[config.mk]
export PLATFORM = sky130hd
export DESIGN_NAME = stream_monitor
export DESIGN_NICKNAME = d
export VERILOG_FILES = /design/src/rtl/stream_monitor.sv
export SDC_FILE = /design/constraint.sdc
export NUM_CORES = 1
export LEC_CHECK = 0
export CAP_MARGIN = 20
export CELL_PAD_IN_SITES_DETAIL_PLACEMENT = 0
export CELL_PAD_IN_SITES_GLOBAL_PLACEMENT = 1
export CORE_AREA = 2 2 120 122
export DETAILED_ROUTE_END_ITERATION = 16
export DIE_AREA = 0 0 122 124
export HOLD_SLACK_MARGIN = 0.08
export PLACE_DENSITY = 0.85
export SLEW_MARGIN = 15
export SYNTH_ARGS = -nofsm -noshare
export SYNTH_HDL_FRONTEND = slang
export SYNTH_SLANG_ARGS = --single-unit
[constraint.sdc]
create_clock -name clk -period 2.32 [get_ports clk]
set_input_delay 0.58 -clock clk [delete_from_list [all_inputs] [get_ports clk]]
set_output_delay 0.58 -clock clk [all_outputs]
set_load 0.005 [all_outputs]
[src/rtl/stream_monitor.sv]
// Passive valid/ready monitor: packs PACK beats per word, counts beats/words/protocol errors; optional STREAM_MONITOR_TIMEOUT_EN stall timeout.
// Latency: word appears on mon_en/mon_data 1 cycle after the completing accept; never backpressures (observe-only).
module stream_monitor #(
  parameter int BITS      = 8,
  parameter int PACK      = 1,
  parameter int TIMEOUT   = 1000,
  parameter bit REPORT_EN = 1'b1
) (
  input  logic                 clk,
  input  logic                 rst_n,
  input  logic                 valid,
  input  logic                 ready,
  input  logic [BITS-1:0]      data,
  input  logic                 last,
  output logic                 mon_en,
  output logic [BITS*PACK-1:0] mon_data,
  output int                   beats,
  output int                   words,
  output int                   protocol_errors
);

  localparam int W    = BITS * PACK;
  localparam int IDXW = (PACK > 1) ? $clog2(PACK) : 1;
  localparam logic [IDXW-1:0] IDX_LAST = IDXW'(PACK - 1);

  if (BITS < 1 || PACK < 1 || TIMEOUT < 1) begin : g_param_check
    $error("stream_monitor: BITS, PACK and TIMEOUT must all be >= 1");
  end

  logic [IDXW-1:0] idx;
  logic [W-1:0]    pack_buf;
  logic [W-1:0]    buf_nxt;
  logic            accept;
  logic            emit;
  logic            stall;
  logic            prev_stall;
  logic            prev_last;
  logic [BITS-1:0] prev_data;
  logic            drop_err;
  logic            chg_err;
  logic            to_err;
  logic            err_inc;

  assign accept = valid && ready;
  assign emit   = accept && ((idx == IDX_LAST) || last);
  assign stall  = valid && !ready;

  always_comb begin
    buf_nxt = pack_buf;
    buf_nxt[int'(idx)*BITS +: BITS] = data;
  end

  // History is only meaningful after a stalled cycle; drop wins over change.
  assign drop_err = prev_stall && !valid;
  assign chg_err  = prev_stall && valid && ((data != prev_data) || (last != prev_last));

`ifdef STREAM_MONITOR_TIMEOUT_EN
  int stall_cnt;

  // Counter saturates at TIMEOUT so a long stall reports only once.
  assign to_err = stall && (stall_cnt == TIMEOUT - 1);

  always_ff @(posedge clk or negedge rst_n) begin
    if (!rst_n) begin
      stall_cnt <= 0;
    end else if (!stall) begin
      stall_cnt <= 0;
    end else if (stall_cnt != TIMEOUT) begin
      stall_cnt <= stall_cnt + 1;
    end
  end
`else
  assign to_err = 1'b0;
`endif

  assign err_inc = drop_err || chg_err || to_err;

  always_ff @(posedge clk or negedge rst_n) begin
    if (!rst_n) begin
      idx             <= '0;
      pack_buf        <= '0;
      mon_en          <= 1'b0;
      mon_data        <= '0;
      beats           <= 0;
      words           <= 0;
      protocol_errors <= 0;
      prev_stall      <= 1'b0;
      prev_last       <= 1'b0;
      prev_data       <= '0;
    end else begin
      mon_en     <= emit;
      prev_stall <= stall;
      prev_last  <= last;
      prev_data  <= data;
      if (accept) begin
        beats <= beats + 1;
        if (emit) begin
          mon_data <= buf_nxt;
          pack_buf <= '0;
          idx      <= '0;
          words    <= words + 1;
        end else begin
          pack_buf <= buf_nxt;
          idx      <= idx + 1'b1;
        end
      end
      if (err_inc) begin
        protocol_errors <= protocol_errors + 1;
      end
    end
  end

`ifndef SYNTHESIS
  always @(posedge clk) begin
    if (REPORT_EN && rst_n) begin
      if (drop_err) begin
        $error("valid dropped during stall");
      end else if (chg_err) begin
        $error("data changed during stall");
      end
      if (to_err) begin
        $error("stall timeout");
      end
    end
  end
`endif

endmodule

==> reports/summary.txt, run 1 <==
largest cells by area after synthesis: sky130_fd_sc_hd__dfrtp_1 58%, sky130_fd_sc_hd__xnor2_1 11%, sky130_fd_sc_hd__xor2_1 6.0%
cell count after placement: 801
total core area: 13,700 µm²
number of hold buffers added after cts: 0
fraction of synthesis flops using an asynchronous set or reset pin: 100%
summed instance area of the synthesized netlist: 5390 µm²
clock sink total: 124
initial core utilization: 39.3%
setup-violating endpoint count in the final report: 0
number of antenna repair diodes: 0
worst reg2reg startpoint: words[8]$_DFFE_PN0P_
syn nets: 488
most frequent standard cell in the layout excluding fill and tap cells: sky130_fd_sc_hd__dfrtp_1
adder-cell area share of the yosys netlist: 0.697%
routability-driven placement congestion ratio: 0.796
leakage component of the power: 0.00339 µW
Fillers: 1,177
number of distinct standard cells referenced by the synthesized netlist: 32
largest stage delay on the critical path: 0.49 ns
simple-gate share of the synthesized area: 20.5%
crit-path leading delay family: simple AND/OR/NAND/NOR gates
Worst path slowest cell: sky130_fd_sc_hd__or3_1
highest-count cells in the layout ignoring fill and taps: 124 x sky130_fd_sc_hd__dfrtp_1, 116 x sky130_fd_sc_hd__clkdlybuf4s50_1, 65 x sky130_fd_sc_hd__xnor2_1
Final period util: 90.9%
share of synthesized area spent on multiplexers: 2.11%
timing startpoint of the critical path: data[4]
max-slew violation count: 0
CTS tree: done
largest net degree at the start of global routing: 42
post-synthesis register bit count: 124
CP startpoint kind: primary input
number of buffers inserted by post-CTS setup repair: 0
mean routed wirelength per cell: 14.7 µm
storage element area: 3100 µm²
post-synthesis xor/xnor area fraction: 16.6%
element type at the critical path end: register
run status: finished, final reports clean
worst setup skew after layout: 0.00812 ns
fin nets: 656
number of DRC violations after detailed-routing iteration 0: 173
cell-by-cell trace of the critical path: clkdlybuf4s50_1 > xnor2_1 > nand4_1 > or3_1 > nand2_1 > mux2_2
root buf cell: sky130_fd_sc_hd__clkbuf_16
RR Endpoint: words[28]$_DFFE_PN0P_
Clk pin slew, worst setup/hold paths: 0.05 ns
critical path required time: 2.61 ns
final number of hold-violating endpoints: 0
vertical extent of the die: 124 µm
Total Power: 6260 µW
buffer levels on the longest clock path: 2
global-route wire length before repair: 20.1 mm
estimated wirelength of the detail-placed design: 8.83 mm
dominant combinational cell family by area after synthesis: simple AND/OR/NAND/NOR gates
number of input and output port buffers inserted: 117
total negative slack for setup checks: 0 ns
total gr overflow: 0
EDFF count, synth: 0
worst setup path class: in2reg
shortest period the worst path allows: 2.11 ns
fraction of the yosys area taken by sequential cells: 57.6%
setup slack on the worst flop-to-flop path: 0.43 ns
Post-Syn Area per Cell: 11.4 µm²
Synth top area share: 57.6%
Worst VDD drop: 454 µV
cell depth of the worst setup path: 6
Cell Rows: 43
yosys synthesis warning count: 0
total routed wirelength: 12.2 mm
Die X-Extent: 122 µm
Num CTS Buffers: 17
share of the synthesized area in compound gates (AO/OA/AOI/OAI): 1.21%
Reg2Reg Depth: 5
number of top-level design ports: 118
layout cells sized above 1: 13.0%
final instance count without filler cells: 833
# H-tree levels: 4
Layout area overhead: 43.1%
slew of the pin with the lowest slew margin: 0.574 ns
clock insertion delay at the later pin of the skew report: 0.42 ns
maximum capacitance violations: 0
Hold Slack: 0.168 ns
antenna violations before repair: 0
synthesized instance count: 472
unrepaired setup endpoints after global routing: false
total number of vias: 4,041
Crit path arrival time: 2.40 ns
total power density per cell area: 811 nW/µm²
ys flop type: sky130_fd_sc_hd__dfrtp_1
highest fanout seen on the critical path: 7
total DRC errors in the routed layout: 0
dpl cell area: 7070 µm²
via count of the first global-routing pass: 4,088
worst slew slack as a fraction of its limit: 61.7%
area occupied by multi-input gates: 2210 µm²
end point of the critical path: protocol_errors[1]$_DFFE_PN0P_
vias per cell: 4.85
drt first pass iters: 4
Post-Layout Inst Area: 7710 µm²
combined buffer and inverter count along the critical path: 1
DRT antenna net count: 0
Die Area: 15,100 µm²
cell accounting for the most synthesized area: sky130_fd_sc_hd__dfrtp_1
f_max: 0.474 GHz
Hold/Removal Path Class: in2async
Tot GR Track Use: 17.2%
total of cells resized after clock tree synthesis: 0
-- worst min path at each step --
stage / slack (ns) / to / cells after the start
floorplan: 0.28 / beats[0]$_DFFE_PN0P_ / 0
global placement: 0.46 / beats[31]$_DFFE_PN0P_ / 1
detailed placement: 0.46 / beats[31]$_DFFE_PN0P_ / 1
CTS: 0.18 / protocol_errors[12]$_DFFE_PN0P_ / 1
global route: 0.20 / protocol_errors[11]$_DFFE_PN0P_ / 1
finish: 0.17 / protocol_errors[12]$_DFFE_PN0P_ / 1
-- metal layers --
metal	track usage (%)	routed length (µm)
met5	0	0
met4	7.04	204
met3	5.36	662
met2	27.6	5830
met1	21.5	5520
-- cell usage after synthesis (4+ instances only) --
master                     instances
sky130_fd_sc_hd__a21oi_1           8
sky130_fd_sc_hd__and2_1            6
sky130_fd_sc_hd__and3_1            9
sky130_fd_sc_hd__and4_1            5
sky130_fd_sc_hd__buf_2             4
sky130_fd_sc_hd__clkbuf_1          4
sky130_fd_sc_hd__dfrtp_1         124
sky130_fd_sc_hd__inv_1            10
sky130_fd_sc_hd__mux2i_1           8
sky130_fd_sc_hd__nand2_1          38
sky130_fd_sc_hd__nand3_1          31
sky130_fd_sc_hd__nand4_1          33
sky130_fd_sc_hd__nor2_1           44
sky130_fd_sc_hd__nor2b_1           9
sky130_fd_sc_hd__nor3_1           13
sky130_fd_sc_hd__xnor2_1          65
sky130_fd_sc_hd__xor2_1           37
-- stage by stage --
step	util (%)	setup WS, ns
floorplan	-	0.445
global placement	51.6	-0.168
detailed placement	51.6	-0.214
CTS	56.2	0.220
global route	56.2	0.122
finish	56.2	0.212
-- layout make-up --
type                       count  area share, %
timing repair buffer         157           19.4
clock inverter                13           2.43
inverter                      10          0.487
sequential                   124           40.2
tap                          180           2.92
multi-input combinational    330           28.7
clock buffer                  19           5.87
-- state kept, by name, indices dropped and copies added (netlist names), 8 cells and up --
register         count
beats               32
mon_data             8
pack_buf             8
prev_data            8
protocol_errors     32
words               32
-- power by group --
part / total [µW] / internal, µW / leakage [µW] / switching [µW]
logic: 842 / 515 / 0.00146 / 327
clock network: 2830 / 1860 / 0.000306 / 969
registers: 2590 / 2350 / 0.00162 / 238
-- logic make-up after synthesis --
logic type,after synthesis
buffers and inverters,18
adder cells (fa/ha/maj),3
AO/OA/AOI/OAI,10
AND/OR/NAND/NOR,204
XOR/XNOR,102
flip-flops,124
multiplexers,11
Note: power is estimated with default switching activity, not from simulation.
==> run 2, diff against run 1 <==
--- a/config.mk
+++ b/config.mk
@@ -5,7 +5,6 @@
 export SDC_FILE = /design/constraint.sdc
 export NUM_CORES = 1
 export LEC_CHECK = 0
-export CAP_MARGIN = 20
 export CELL_PAD_IN_SITES_DETAIL_PLACEMENT = 0
 export CELL_PAD_IN_SITES_GLOBAL_PLACEMENT = 1
 export CORE_AREA = 2 2 120 122
==> results of run 2 <==
The final DEF is identical to that of run 1; final timing and power are the same.
